### config.mk
export PLATFORM = sky130hd
export DESIGN_NAME = alu_share_arbiter_flat
export DESIGN_NICKNAME = d
export VERILOG_FILES = /design/src/rtl/alu_share_arbiter_if.sv /design/src/rtl/alu_share_arbiter.sv /design/src/flat_wrapper.sv
export SDC_FILE = /design/constraint.sdc
export NUM_CORES = 1
export LEC_CHECK = 0
export BUFFER_PORTS_ARGS = -buffer_cell sky130_fd_sc_hd__buf_4
export CORE_MARGIN = 3
export CORE_UTILIZATION = 40
export DETAILED_ROUTE_END_ITERATION = 8
export SETUP_SLACK_MARGIN = 0.4
export SYNTH_ARGS = -nofsm -noshare
export SYNTH_HDL_FRONTEND = slang
export SYNTH_SLANG_ARGS = --single-unit
### constraint.sdc
create_clock -name clk -period 4.1 [get_ports clk]
set_input_delay 0.82 -clock clk [delete_from_list [all_inputs] [get_ports clk]]
set_output_delay 0.82 -clock clk [all_outputs]
set_load 0.02 [all_outputs]
### src/rtl/alu_share_arbiter_if.sv
// Handshake bundle between two requesters and the shared ALU arbiter.
// Requesters hold the master side; the arbiter holds the slave side.
interface alu_share_arbiter_if #(
  parameter int WIDTH = 17
);
  logic [1:0]         req_valid;
  logic [1:0]         req_ready;
  logic [2*WIDTH-1:0] req_a;
  logic [2*WIDTH-1:0] req_b;
  logic [3:0]         req_op;
  logic [1:0]         rsp_valid;
  logic [1:0]         rsp_ready;
  logic [WIDTH-1:0]   rsp_out;
  logic [3:0]         rsp_flags;
  logic [3:0]         last_flags;
  logic               busy;

  modport master (
    output req_valid, req_a, req_b, req_op, rsp_ready,
    input  req_ready, rsp_valid, rsp_out, rsp_flags, last_flags, busy
  );

  modport slave (
    input  req_valid, req_a, req_b, req_op, rsp_ready,
    output req_ready, rsp_valid, rsp_out, rsp_flags, last_flags, busy
  );
endinterface

### src/rtl/alu_share_arbiter.sv
// Round-robin arbiter sharing one add/sub/xor/not ALU (NZCV flags) between
// two valid/ready requesters; IDLE -> EXEC -> RESP per operation.
module alu_share_arbiter #(
  parameter int WIDTH = 17
) (
  input  logic               clk,
  input  logic               rst_n,
  alu_share_arbiter_if.slave bus
);

  typedef enum logic [1:0] {
    S_IDLE = 2'd0,
    S_EXEC = 2'd1,
    S_RESP = 2'd2
  } state_t;

  state_t           r_state;
  logic             r_last_grant;
  logic             r_grant;
  logic [WIDTH-1:0] r_a;
  logic [WIDTH-1:0] r_b;
  logic [1:0]       r_op;
  logic [1:0]       r_rsp_valid;
  logic [WIDTH-1:0] r_rsp_out;
  logic [3:0]       r_rsp_flags;
  logic [3:0]       r_last_flags;
  logic             r_busy;

  logic             w_grant;
  logic [1:0]       w_req_ready;
  logic             w_accept;
  logic [WIDTH-1:0] w_a_sel;
  logic [WIDTH-1:0] w_b_sel;
  logic [1:0]       w_op_sel;
  logic [WIDTH+3:0] w_alu;

  // Result packed as {N, Z, C, V, result}; C on subtract means "no borrow".
  function automatic logic [WIDTH+3:0] alu_eval(
    input logic [WIDTH-1:0] a,
    input logic [WIDTH-1:0] b,
    input logic [1:0]       op
  );
    logic [WIDTH:0]   sum;
    logic [WIDTH-1:0] res;
    logic             c;
    logic             v;
    sum = {(WIDTH+1){1'b0}};
    res = {WIDTH{1'b0}};
    c   = 1'b0;
    v   = 1'b0;
    case (op)
      2'b00: begin
        sum = {1'b0, a} + {1'b0, b};
        res = sum[WIDTH-1:0];
        c   = sum[WIDTH];
        v   = (a[WIDTH-1] == b[WIDTH-1]) && (res[WIDTH-1] != a[WIDTH-1]);
      end
      2'b01: begin
        sum = {1'b0, a} + {1'b0, ~b} + {{WIDTH{1'b0}}, 1'b1};
        res = sum[WIDTH-1:0];
        c   = sum[WIDTH];
        v   = (a[WIDTH-1] != b[WIDTH-1]) && (res[WIDTH-1] != a[WIDTH-1]);
      end
      2'b10: res = a ^ b;
      2'b11: res = ~a;
      default: res = {WIDTH{1'b0}};
    endcase
    return {res[WIDTH-1], (res == {WIDTH{1'b0}}), c, v, res};
  endfunction

  // Pick the requester to offer ready to; ties go to the one not served last.
  always_comb begin
    w_grant     = 1'b0;
    w_req_ready = 2'b00;
    case (bus.req_valid)
      2'b01:   w_grant = 1'b0;
      2'b10:   w_grant = 1'b1;
      2'b11:   w_grant = ~r_last_grant;
      default: w_grant = 1'b0;
    endcase
    if (rst_n && (r_state == S_IDLE) && (bus.req_valid != 2'b00)) begin
      w_req_ready = w_grant ? 2'b10 : 2'b01;
    end else begin
      w_req_ready = 2'b00;
    end
  end

  assign w_accept = |w_req_ready;
  assign w_a_sel  = w_grant ? bus.req_a[WIDTH +: WIDTH] : bus.req_a[0 +: WIDTH];
  assign w_b_sel  = w_grant ? bus.req_b[WIDTH +: WIDTH] : bus.req_b[0 +: WIDTH];
  assign w_op_sel = w_grant ? bus.req_op[3:2] : bus.req_op[1:0];
  assign w_alu    = alu_eval(r_a, r_b, r_op);

  // Operation sequencer with all outputs and operands registered.
  always_ff @(posedge clk or negedge rst_n) begin
    if (!rst_n) begin
      r_state      <= S_IDLE;
      r_last_grant <= 1'b1;
      r_grant      <= 1'b0;
      r_a          <= {WIDTH{1'b0}};
      r_b          <= {WIDTH{1'b0}};
      r_op         <= 2'b00;
      r_rsp_valid  <= 2'b00;
      r_rsp_out    <= {WIDTH{1'b0}};
      r_rsp_flags  <= 4'b0000;
      r_last_flags <= 4'b0000;
      r_busy       <= 1'b0;
    end else begin
      case (r_state)
        S_IDLE: begin
          if (w_accept) begin
            r_a     <= w_a_sel;
            r_b     <= w_b_sel;
            r_op    <= w_op_sel;
            r_grant <= w_grant;
            r_busy  <= 1'b1;
            r_state <= S_EXEC;
          end
        end
        S_EXEC: begin
          r_rsp_flags <= w_alu[WIDTH+3:WIDTH];
          r_rsp_out   <= w_alu[WIDTH-1:0];
          r_rsp_valid <= r_grant ? 2'b10 : 2'b01;
          r_state     <= S_RESP;
        end
        S_RESP: begin
          // Only the granted requester's rsp_ready can retire the response.
          if (bus.rsp_ready[r_grant]) begin
            r_last_flags <= r_rsp_flags;
            r_last_grant <= r_grant;
            r_rsp_valid  <= 2'b00;
            r_busy       <= 1'b0;
            r_state      <= S_IDLE;
          end
        end
        default: begin
          r_rsp_valid <= 2'b00;
          r_busy      <= 1'b0;
          r_state     <= S_IDLE;
        end
      endcase
    end
  end

  assign bus.req_ready  = w_req_ready;
  assign bus.rsp_valid  = r_rsp_valid;
  assign bus.rsp_out    = r_rsp_out;
  assign bus.rsp_flags  = r_rsp_flags;
  assign bus.last_flags = r_last_flags;
  assign bus.busy       = r_busy;

endmodule

### src/flat_wrapper.sv
// flat-port wrapper written by rule: the top's interface ports become plain ports
module alu_share_arbiter_flat 
#(
  parameter int WIDTH = 17
)
  (clk, rst_n, bus_req_valid, bus_req_a, bus_req_b, bus_req_op, bus_rsp_ready, bus_req_ready, bus_rsp_valid, bus_rsp_out, bus_rsp_flags, bus_last_flags, bus_busy);
  alu_share_arbiter_if #(.WIDTH(WIDTH)) bus_i ();
  input  logic clk;
  input  logic rst_n;
  input wire logic [$bits(bus_i.req_valid)-1:0] bus_req_valid;
  input wire logic [$bits(bus_i.req_a)-1:0] bus_req_a;
  input wire logic [$bits(bus_i.req_b)-1:0] bus_req_b;
  input wire logic [$bits(bus_i.req_op)-1:0] bus_req_op;
  input wire logic [$bits(bus_i.rsp_ready)-1:0] bus_rsp_ready;
  output wire logic [$bits(bus_i.req_ready)-1:0] bus_req_ready;
  output wire logic [$bits(bus_i.rsp_valid)-1:0] bus_rsp_valid;
  output wire logic [$bits(bus_i.rsp_out)-1:0] bus_rsp_out;
  output wire logic [$bits(bus_i.rsp_flags)-1:0] bus_rsp_flags;
  output wire logic [$bits(bus_i.last_flags)-1:0] bus_last_flags;
  output wire logic [$bits(bus_i.busy)-1:0] bus_busy;
  assign bus_i.req_valid = bus_req_valid;
  assign bus_i.req_a = bus_req_a;
  assign bus_i.req_b = bus_req_b;
  assign bus_i.req_op = bus_req_op;
  assign bus_i.rsp_ready = bus_rsp_ready;
  assign bus_req_ready = bus_i.req_ready;
  assign bus_rsp_valid = bus_i.rsp_valid;
  assign bus_rsp_out = bus_i.rsp_out;
  assign bus_rsp_flags = bus_i.rsp_flags;
  assign bus_last_flags = bus_i.last_flags;
  assign bus_busy = bus_i.busy;
  alu_share_arbiter #(.WIDTH(WIDTH)) u_core (.clk(clk), .rst_n(rst_n), .bus(bus_i));
endmodule
==> results of run 1 <==
cells by family after synthesis:
group                    after synthesis  synth area share (%)
AO/OA/AOI/OAI                        172                  27.9
AND/OR/NAND/NOR                      144                  14.7
buffers and inverters                107                  8.50
flip-flops                            67                  32.6
adder cells (fa/ha/maj)               37                  9.28
multiplexers                          26                  5.73
XOR/XNOR                               8                  1.36
flip-flops by register name, summed over array words and instances (netlist names):
| name | count |
|---|---|
| u_core.bus.rsp_out | 17 |
| u_core.r_a | 17 |
| u_core.r_b | 17 |
| u_core.bus.last_flags | 4 |
| u_core.bus.rsp_flags | 3 |
| u_core.bus.rsp_valid | 2 |
| u_core.r_op | 2 |
| u_core.r_state | 2 |
| u_core.bus.busy | 1 |
| u_core.r_grant | 1 |
| u_core.r_last_grant | 1 |
area by class of cell:
| type | count | area, um2 | share of cell area (%) |
|---|---|---|---|
| sequential | 67 | 1680 | 26.3 |
| tap | 168 | 210 | 3.29 |
| inverter | 72 | 270 | 4.23 |
| multi-input combinational | 387 | 3040 | 47.7 |
| clock inverter | 6 | 88.8 | 1.39 |
| clock buffer | 10 | 229 | 3.59 |
| timing repair buffer | 115 | 863 | 13.5 |
where the power goes:
group	internal (mW)	switching [mW]	leakage, nW
registers	0.984	0.317	0.820
logic	1.95	2.69	2.07
clock network	0.533	0.291	0.149
placed cells by master, fill, tap and decap left out, types with 6 or more instances in the layout:
cell and instances:
a222oi_1 36, o21a_1 6, nand3_1 7, mux2_2 13, nor3_1 16, a21oi_1 22
nor2_1 34, ha_1 35, a211oi_1 6, o21ai_0 30, inv_1 70, buf_4 115
dfrtp_1 65, nor2b_1 7, clkbuf_16 9, mux2i_1 10, nand2_1 41
tightest hold or removal path, delay by kind of cell, from the launching register on:
family | cells | cell delay [ns]
compound gates | 1 | 0.06
simple gates | 1 | 0.05
flops | 1 | 0.34
cells in the mapped netlist (all sizes together) (8+ instances only):
library cell  instances  share of area, %
a222oi               36               7.0
nand2                41               3.0
buf                  10               1.4
a21oi                25               2.6
nor2                 35               2.7
clkbuf               25               1.8
o21a                  8               1.5
mux2i                10               1.9
nor3                 18               2.1
mux2                 15               3.4
nor2b                10               1.7
ha                   35               8.5
inv                  72               5.2
dfrtp                66                32
o21ai                37               3.8
layer usage:
metal	vias to the layer above	share of wire (%)	track usage [%]
li1	2263	-	-
met3	18	6.1	3.63
met5	-	0	0
met4	0	1.9	7.16
met2	179	42	27.9
met1	2207	51	31.0
per-stage QoR:
| stage | setup WS (ns) | hold slack (ns) | instance area [um2] |
|---|---|---|---|
| 6_report | 0.726 | 0.486 | 6380 |
| 5_1_grt | 0.432 | 0.516 | 6380 |
| 4_1_cts | 0.578 | 0.492 | 6380 |
| 3_5_place_dp | 0.613 | 0.479 | 6060 |
| 3_3_place_gp | 0.561 | 0.469 | 6060 |
| 2_1_floorplan | 1.19 | 0.496 | 5150 |
how the worst max path moves through the flow:
stage / cells after the start / from / to / slack, ns
3_5_place_dp: 13 / u_core.r_a[0]$_DFFE_PN0P_ / u_core.bus.rsp_flags[2]$_DFFE_PN0N_ / 0.61
2_1_floorplan: 12 / u_core.r_b[0]$_DFFE_PN0P_ / u_core.bus.rsp_flags[2]$_DFFE_PN0N_ / 1.19
4_1_cts: 13 / u_core.r_a[0]$_DFFE_PN0P_ / u_core.bus.rsp_flags[2]$_DFFE_PN0N_ / 0.58
6_report: 13 / u_core.r_a[0]$_DFFE_PN0P_ / u_core.bus.rsp_flags[2]$_DFFE_PN0N_ / 0.73
3_3_place_gp: 13 / u_core.r_a[0]$_DFFE_PN0P_ / u_core.bus.rsp_flags[2]$_DFFE_PN0N_ / 0.56
5_1_grt: 13 / u_core.r_a[0]$_DFFE_PN0P_ / u_core.bus.rsp_flags[2]$_DFFE_PN0N_ / 0.43
repair_timing:
item | 4_1_cts | 5_1_grt
setup endpoints to repair | 0 | 1
buffers inserted | 0 | 1
resized for setup | 0 | 1
==> results.txt, run 1 <==
----------------------------------------------------
[Run status]
  Result of the run ... finished clean

[Critical path]
  Library cell contributing the largest single delay on the critical path ... fa_1
  Largest incremental delay on the critical path ... 0.52 ns
  Most common cell on crit path ... o31ai_2
  Worst setup EP type ... flop
  Launch instance of the worst register-to-register path ... u_core.r_a[0]$_DFFE_PN0P_
  Arrival time worst endpoint ... 3.62 ns
  Startpoint kind of the worst setup timing path ... flop
  Cell-by-cell trace of the critical path ... inv_1 -> ha_1 -> fa_1 -> nor2b_4 -> o31ai_2 -> a2111oi_4 -> nor2_1 -> o21bai_1 -> a211oi_1 -> nor4_1 -> and4b_1 -> nand4_1 -> o31ai_2
  Data required time of the critical path ... 4.35 ns
  Critical Setup Path Class ... flop to flop
  Endpoint of the most critical register-to-register path ... u_core.bus.rsp_flags[2]$_DFFE_PN0N_
  Flop2flop setup slack ... 0.73 ns
  Number of cells on the worst reg-to-reg path ... 13
  Delay-heaviest family, CP ... compound AO/OA/AOI/OAI gates
  Sum of buffers and inverters on the critical path ... 1
  Highest net fanout along the worst path ... 4

[STA]
  RSZ-0062 raised after global routing ... no
  Tightest slew margin relative to the limit ... 45.1%
  Final setup fails ... 0
  Fmax ... 296 MHz
  Setup clock skew after layout ... 0.00687 ns
  Total count of hold-check failures in the final report ... 0
  Crit share post-route ... 82.3%
  Measured slew at the worst slew-check pin ... 0.823 ns
  Min cycle time layout ... 3.37 ns
  Total count of max-transition violations in the final report ... 0
  Final TNS setup ... 0 ns

[Route]
  First-pass iteration count of the detailed router ... 6
  Detailed-route vias per instance ... 5.66
  Wire length per cell ... 17.1 um
  Via total after detailed routing ... 4667
  Post-DRT Antenna Nets ... 0
  WL final ... 14100 um
  DR iter-0 viols ... 511
  # DRC ... 0

[Clock tree]
  Clock sink count ... 67
  Number of levels the H-tree was split into ... 3
  Clock transition at path regs ... 0.05 ns
  Clk Latency, worst-skew pair ... 0.34 ns
  Number of buffers added by the clock tree synthesis step ... 9
  Root Buffer Master ... clkbuf_16
  Number of buffers added to fix hold violations after cts ... 0
  Clock tree from TritonCTS ... yes
  Clock tree buffer depth ... 2

[Synth]
  Count of state elements after synthesis ... 67
  Number of cells produced by synthesis ... 561
  Share of flip-flops with an asynchronous set or reset after synthesis ... 100%
  Mean area per synthesized cell ... 9.18 um2
  Syn. warnings ... 0
  Sequential fraction of the synthesis area ... 32.6%
  Number of distinct library cell variants in the gate-level netlist after synthesis ... 83
  EDFF count, synth ... 0
  Flip-flop cell with the highest count after synthesis ... dfrtp_1
  Post-Syn Area ... 5150 um2
  Net count after synthesis ... 676

[Global routing]
  All-Layer GR Usage ... 20.1%
  Wire length of the first global-routing pass ... 22800 um
  Maximum number of pins on one net before global-route repair ... 68
  Initial antenna violation count ... 0
  Grt total ovfl ... 0
  Number of global-route vias before repair ... 4235

[Cells and area]
  Final core area utilization ... 51.9%
  Filler-free cell count of the finished design ... 825
  P&R area growth vs syn ... 23.9%
  Nets ... 767
  Share of final-layout standard cells stronger than drive strength 1 ... 28.0%
  Number of fillers in the final layout ... 1191
  Diode count ... 0

[Floorplan]
  Die area ... 14300 um2
  Number of placed I/O pins ... 108
  Starting density of the core ... 41.8%
  Y dimension of the die ... 119 um
  Placeable core region ... 12300 um2
  Std cell rows ... 40
  Die width ... 119 um

[Run]
  Reported max-cap violation count ... 0

[Pwr]
  Power consumption ... 6.76 mW
  Leakage Power ... 3.04 nW
  Power per standard cell area ... 1060 nW/um2
  Maximum VDD drop ... 331 uV

[Hold path]
  Tightest Hold Check Type ... flop to flop
  Number of cells on the worst hold path ... 2
  Hold Path Sink ... u_core.bus.rsp_out[9]$_DFFE_PN0N_
  Hold wc startpoint ... u_core.bus.rsp_out[9]$_DFFE_PN0N_

[Placed design]
  Gpl congestion ... 0.903
  Number of buffer cells added on primary ports ... 107
  HPWL after DPL ... 10800 um
  Total instance count after detailed placement ... 808

----------------------------------------------------
Note: power is estimated with default switching activity, not from simulation.
==> run 2: changes to the inputs <==
- clock period: 4.1 -> 3.2 ns (I/O delays scaled with it)
==> run 2 against run 1 <==
Non-clock buffer count grew 39. Sequential share of layout area shrank 2.2 points. Clock skew is essentially flat. Flip-flop and latch count is the same. Core utilization grew 4.8 points. Final cell count grew 4.7%. Largest cell class unchanged.
==> results.txt, run 2 (same netlist as run 1, synthesis figures left out) <==
----------------------------------------------------
[Critical path]
  Sum of buffers and inverters on the critical path ... 3 (was 1)
  Data required time of the critical path ... 3.45 ns (was 4.35 ns)
  Arrival time worst endpoint ... 3.35 ns (was 3.62 ns)
  Library cell contributing the largest single delay on the critical path ... fa_2 (was fa_1)
  Delay-heaviest family, CP ... compound AO/OA/AOI/OAI gates (unchanged)
  Largest incremental delay on the critical path ... 0.37 ns (was 0.52 ns)
  Worst setup EP type ... flop (unchanged)
  Cell-by-cell trace of the critical path ... buf_4 -> inv_2 -> ha_4 -> fa_2 -> nor2b_4 -> o31ai_4 -> a2111oi_4 -> buf_4 -> nor3_4 -> o2111ai_2 -> o31ai_2 -> a2111oi_4 -> and2_1 -> nand4_1 -> o31ai_2 (was inv_1 -> ha_1 -> fa_1 -> nor2b_4 -> o31ai_2 -> a2111oi_4 -> nor2_1 -> o21bai_1 -> a211oi_1 -> nor4_1 -> and4b_1 -> nand4_1 -> o31ai_2)
  Highest net fanout along the worst path ... 3 (was 4)
  Startpoint kind of the worst setup timing path ... flop (unchanged)
  Critical Setup Path Class ... flop to flop (unchanged)
  WP depth ... 15 (was 13)
  Number of cells on the worst reg-to-reg path ... 15 (was 13)

[Global routing]
  Number of global-route vias before repair ... 4640 (was 4235)
  Wire length of the first global-routing pass ... 24600 um (was 22800 um)
  Maximum number of pins on one net before global-route repair ... 40 (was 68)
  Grt total ovfl ... 0 (unchanged)
  Initial antenna violation count ... 0 (unchanged)
  All-Layer GR Usage ... 21.5% (was 20.1%)

[Cells and area]
  Number of fillers in the final layout ... 1133 (was 1191)
  Total area of multi-input combinational cells ... 3310 um2 (was 3040 um2)
  Sequential standard cell area ... 1680 um2 (about the same)
  P&R area growth vs syn ... 35.4% (was 23.9%)
  Diode count ... 0 (unchanged)
  Area of all placed cells without fillers ... 6980 um2 (was 6380 um2)
  Share of final-layout standard cells stronger than drive strength 1 ... 37.1% (was 28.0%)
  Nets ... 806 (was 767)
  Most common cell after layout, fill and taps aside ... buf_4 (unchanged)
  Top library cells by usage in the layout, fill and taps aside ... 153 x buf_4, 65 x inv_1, 63 x dfrtp_1 (was 115 x buf_4, 70 x inv_1, 65 x dfrtp_1)

[STA]
  Minimum hold slack ... 0.343 ns (was 0.486 ns)
  Tightest slew margin relative to the limit ... 66.0% (was 45.1%)
  Total count of hold-check failures in the final report ... 0 (unchanged)
  Min cycle time layout ... 3.09 ns (was 3.37 ns)
  Total count of max-transition violations in the final report ... 0 (unchanged)
  Measured slew at the worst slew-check pin ... 0.504 ns (was 0.823 ns)
  Setup clock skew after layout ... 0.00733 ns (was 0.00687 ns)
  Fmax ... 323 MHz (was 296 MHz)
  Crit share post-route ... 96.7% (was 82.3%)
  Final setup fails ... 0 (unchanged)
  RSZ-0062 raised after global routing ... yes (was no)

[Placed design]
  Total placed instance area ... 6210 um2 (was 6060 um2)
  Number of buffer cells added on primary ports ... 107 (unchanged)
  Gpl congestion ... 0.922 (was 0.903)
  HPWL after DPL ... 11600 um (was 10800 um)

[Clock tree]
  Number of levels the H-tree was split into ... 3 (unchanged)
  Clock tree from TritonCTS ... yes (unchanged)
  Number of buffers added by the clock tree synthesis step ... 9 (unchanged)
  Clk Latency, worst-skew pair ... 0.34 ns (about the same)
  Clock sink count ... 67 (unchanged)
  Clock transition at path regs ... 0.06 ns (was 0.05 ns)
  Clock tree buffer depth ... 2 (unchanged)
  Root Buffer Master ... clkbuf_16 (unchanged)

[Floorplan]
  Y dimension of the die ... 119 um (unchanged)
  Starting density of the core ... 41.8% (unchanged)
  Std cell rows ... 40 (unchanged)
  Die area ... 14300 um2 (unchanged)
  Die width ... 119 um (unchanged)
  Placeable core region ... 12300 um2 (unchanged)
  Number of placed I/O pins ... 108 (unchanged)

[Hold path]
  Tightest Hold Check Type ... input port to async pin (was flop to flop)

[Route]
  First-pass iteration count of the detailed router ... 7 (was 6)
  Detailed-route vias per instance ... 5.66 (about the same)
  # DRC ... 0 (unchanged)
  Wire length per cell ... 17.7 um (was 17.1 um)
  DR iter-0 viols ... 474 (was 511)
  Via total after detailed routing ... 4886 (was 4667)
  Post-DRT Antenna Nets ... 0 (unchanged)
  WL final ... 15300 um (was 14100 um)

[Run]
  Reported max-cap violation count ... 0 (unchanged)

[Run status]
  Result of the run ... finished clean (unchanged)

----------------------------------------------------
[run 2: changes by cell type in the layout (fill, tap and decap cells not counted), sizes merged]
cell,delta
clkbuf,+2
clkinvlp,-2
inv,-1
buf,+39
bufinv,+1
[run 2: stage by stage]
| stage | setup TNS [ns] | cells | util [%] | worst slack [ns] |
|---|---|---|---|---|
| 2_1_floorplan | 0 | 561 | - | 0.370 |
| 3_3_place_gp | 0 | 827 | 50.5 | 0.0762 |
| 3_5_place_dp | 0 | 827 | 50.5 | 0.0178 |
| 4_1_cts | 0 | 858 | 55.6 | 0.166 |
| 5_1_grt | -0.0277 | 864 | 56.7 | -0.0277 |
| 6_report | 0 | 864 | 56.7 | 0.105 |
[run 2: what timing repair did]
action                                  in CTS  in global routing
hold buffers                                 0                  0
resized for setup                           29                 23
pin swaps                                   30                 24
buffers inserted                            15                  6
hold endpoints to repair                     0                  0
endpoints found under the setup margin       6                 10
[run 2: path summary, 6_finish.rpt]
kind,startpoint,to,slack (ns)
setup / recovery,u_core.r_a[0]$_DFFE_PN0P_,u_core.bus.rsp_flags[2]$_DFFE_PN0N_,0.11
hold / removal,rst_n,u_core.bus.rsp_out[1]$_DFFE_PN0N_,0.34
setup reg to reg,u_core.r_a[0]$_DFFE_PN0P_,u_core.bus.rsp_flags[2]$_DFFE_PN0N_,0.11
hold reg to reg,u_core.bus.rsp_out[4]$_DFFE_PN0N_,u_core.bus.rsp_out[4]$_DFFE_PN0N_,0.48
max in group asynchronous,rst_n,u_core.r_last_grant$_DFFE_PN1P_,2.02
min in group clk,u_core.bus.rsp_out[4]$_DFFE_PN0N_,u_core.bus.rsp_out[4]$_DFFE_PN0N_,0.48
[run 2: cell type report]
type / count / share of cell area, %
clock buffer: 12 / 3.53
clock inverter: 4 / 1.42
tap: 168 / 3.01
inverter: 72 / 3.87
timing repair buffer: 154 / 16.6
sequential: 67 / 24.1
multi-input combinational: 387 / 47.4
[run 2: layer usage]
| metal | part of all wire, % | global-route usage [%] | vias to the layer above |
|---|---|---|---|
| met2 | 44 | 31.5 | 166 |
| li1 | - | - | 2337 |
| met5 | 0 | 0 | - |
| met1 | 48 | 32.1 | 2362 |
| met3 | 5.8 | 3.06 | 21 |
| met4 | 2.4 | 7.87 | 0 |
Power of run 2 is not shown: default switching activity piles up to over one toggle a cycle in this logic, so the estimate is an artifact.
==> run 3: changes to the inputs <==
- GPL_ROUTABILITY_DRIVEN: not set -> 0
- SKIP_CTS_REPAIR_TIMING: not set -> 1
- clock period: 3.2 -> 3.1 ns (I/O delays scaled with it)
==> run 3 against run 2 <==
Critical path depth shrank 3. Global-route usage shrank 1.3 points. Non-clock buffer count grew 1. Register-to-register slack lost 0.10 ns. Largest cell class unchanged. Via count shrank 0.35%. Sequential share of layout area grew 0.21 points. Critical endpoint unchanged.
==> results.txt, run 3 (same netlist as run 1, synthesis figures left out) <==
----------------------------------------------------
[Run status]
  Result of the run ... finished clean (unchanged)

[Placed design]
  HPWL after DPL ... 11200 um (was 11600 um)
  Worst slack after detailed placement ... -0.105 ns (was 0.0178 ns)
  Total instance count after detailed placement ... 829 (was 827)
  Number of buffer cells added on primary ports ... 107 (unchanged)

[Cells and area]
  Share of final-layout standard cells stronger than drive strength 1 ... 37.0% (was 37.1%)
  Nets ... 807 (was 806)
  Diode count ... 0 (unchanged)
  Top library cells by usage in the layout, fill and taps aside ... 153 x buf_4, 66 x inv_1, 62 x dfrtp_1 (was 153 x buf_4, 65 x inv_1, 63 x dfrtp_1)
  Most common cell after layout, fill and taps aside ... buf_4 (unchanged)
  P&R area growth vs syn ... 34.3% (was 35.4%)
  Filler-free cell count of the finished design ... 865 (was 864)

[Floorplan]
  Y dimension of the die ... 119 um (unchanged)
  Starting density of the core ... 41.8% (unchanged)
  Std cell rows ... 40 (unchanged)
  Die area ... 14300 um2 (unchanged)
  Placeable core region ... 12300 um2 (unchanged)
  Number of placed I/O pins ... 108 (unchanged)
  Die width ... 119 um (unchanged)

[Critical path]
  Arrival time worst endpoint ... 3.34 ns (was 3.35 ns)
  Largest incremental delay on the critical path ... 0.44 ns (was 0.37 ns)
  Critical Setup Path Class ... flop to flop (unchanged)
  Sum of buffers and inverters on the critical path ... 0 (was 3)
  Data required time of the critical path ... 3.34 ns (was 3.45 ns)
  Cell-by-cell trace of the critical path ... ha_4 -> fa_2 -> nor2b_4 -> o211ai_4 -> a2111oi_4 -> a22oi_2 -> a21oi_2 -> mux2_4 -> a2111oi_4 -> and2_1 -> nand4_1 -> o31ai_2 (was buf_4 -> inv_2 -> ha_4 -> fa_2 -> nor2b_4 -> o31ai_4 -> a2111oi_4 -> buf_4 -> nor3_4 -> o2111ai_2 -> o31ai_2 -> a2111oi_4 -> and2_1 -> nand4_1 -> o31ai_2)
  Startpoint kind of the worst setup timing path ... flop (unchanged)
  Delay-heaviest family, CP ... compound AO/OA/AOI/OAI gates (unchanged)
  Most common cell on crit path ... a2111oi_4
  Library cell contributing the largest single delay on the critical path ... dfrtp_2 (was fa_2)
  Highest net fanout along the worst path ... 4 (was 3)
  Worst setup EP type ... flop (unchanged)

[Clock tree]
  Clk Latency, worst-skew pair ... 0.34 ns (about the same)
  Number of buffers added by the clock tree synthesis step ... 9 (unchanged)
  Number of levels the H-tree was split into ... 3 (unchanged)
  Clock tree from TritonCTS ... yes (unchanged)
  Clock tree buffer depth ... 2 (unchanged)
  Root Buffer Master ... clkbuf_16 (unchanged)
  Clock sink count ... 67 (unchanged)
  Clock transition at path regs ... 0.05 ns (was 0.06 ns)

[Hold path]
  Tightest Hold Check Type ... input port to async pin (unchanged)

[STA]
  Crit share post-route ... 99.9% (was 96.7%)
  Measured slew at the worst slew-check pin ... 0.522 ns (was 0.504 ns)
  RSZ-0062 raised after global routing ... yes (unchanged)
  Fmax ... 323 MHz (about the same)
  Setup clock skew after layout ... 0.00537 ns (was 0.00733 ns)
  Final worst slack ... 0.00188 ns (was 0.105 ns)
  Total count of hold-check failures in the final report ... 0 (unchanged)
  Final TNS setup ... 0 ns (unchanged)
  Final setup fails ... 0 (unchanged)
  Total count of max-transition violations in the final report ... 0 (unchanged)
  Tightest slew margin relative to the limit ... 65.2% (was 66.0%)
  Min cycle time layout ... 3.10 ns (was 3.09 ns)

[Global routing]
  All-Layer GR Usage ... 20.2% (was 21.5%)
  Grt total ovfl ... 0 (unchanged)
  Wire length of the first global-routing pass ... 23300 um (was 24600 um)
  Initial antenna violation count ... 0 (unchanged)
  Maximum number of pins on one net before global-route repair ... 52 (was 40)
  Number of global-route vias before repair ... 4523 (was 4640)

[Route]
  # DRC ... 0 (unchanged)
  WL final ... 14700 um (was 15300 um)
  Post-DRT Antenna Nets ... 0 (unchanged)
  First-pass iteration count of the detailed router ... 6 (was 7)
  Via total after detailed routing ... 4869 (was 4886)
  Detailed-route vias per instance ... 5.63 (was 5.66)
  Wire length per cell ... 17.0 um (was 17.7 um)
  DR iter-0 viols ... 571 (was 474)

[Run]
  Reported max-cap violation count ... 0 (unchanged)

----------------------------------------------------
## run 3: metrics by stage
stage	utilization [%]	cell area, um2	hold slack [ns]
global placement	50.9	6270	0.467
floorplan	-	5190	0.324
detailed placement	50.9	6270	0.474
global route	56.2	6920	0.328
finish	56.2	6920	0.307
CTS	53.4	6570	0.322
## run 3: final timing paths
check / cells after the start / slack [ns] / endpoint / start
setup reg to reg: 12 / 0.002 / u_core.bus.rsp_flags[2]$_DFFE_PN0N_ / u_core.r_b[0]$_DFFE_PN0P_
hold reg to reg: 2 / 0.48 / u_core.bus.rsp_out[2]$_DFFE_PN0N_ / u_core.bus.rsp_out[2]$_DFFE_PN0N_
max in group asynchronous: 3 / 1.94 / u_core.r_last_grant$_DFFE_PN1P_ / rst_n
min in group clk: 2 / 0.48 / u_core.bus.rsp_out[2]$_DFFE_PN0N_ / u_core.bus.rsp_out[2]$_DFFE_PN0N_
setup / recovery: 12 / 0.002 / u_core.bus.rsp_flags[2]$_DFFE_PN0N_ / u_core.r_b[0]$_DFFE_PN0P_
hold / removal: 2 / 0.31 / u_core.bus.rsp_out[0]$_DFFE_PN0N_ / rst_n
## run 3: layer usage
metal  routed length (um)  part of all wire (%)  track usage [%]
met4                  185                   1.3             5.80
met2                 6650                    45             30.0
met3                  879                   6.0             4.52
met5                    0                     0                0
met1                 7030                    48             29.5
## run 3: area by class of cell
cell class / instances / area [um2]
inverters: 72 / 270
well taps: 168 / 210
clock inverters: 5 / 61.3
multi-input cells: 387 / 3270
fillers: 1137 / 5390
repair buffers: 155 / 1180
clock buffers: 11 / 243
flip-flops and latches: 67 / 1680
Power of run 3 is left out for the same reason.
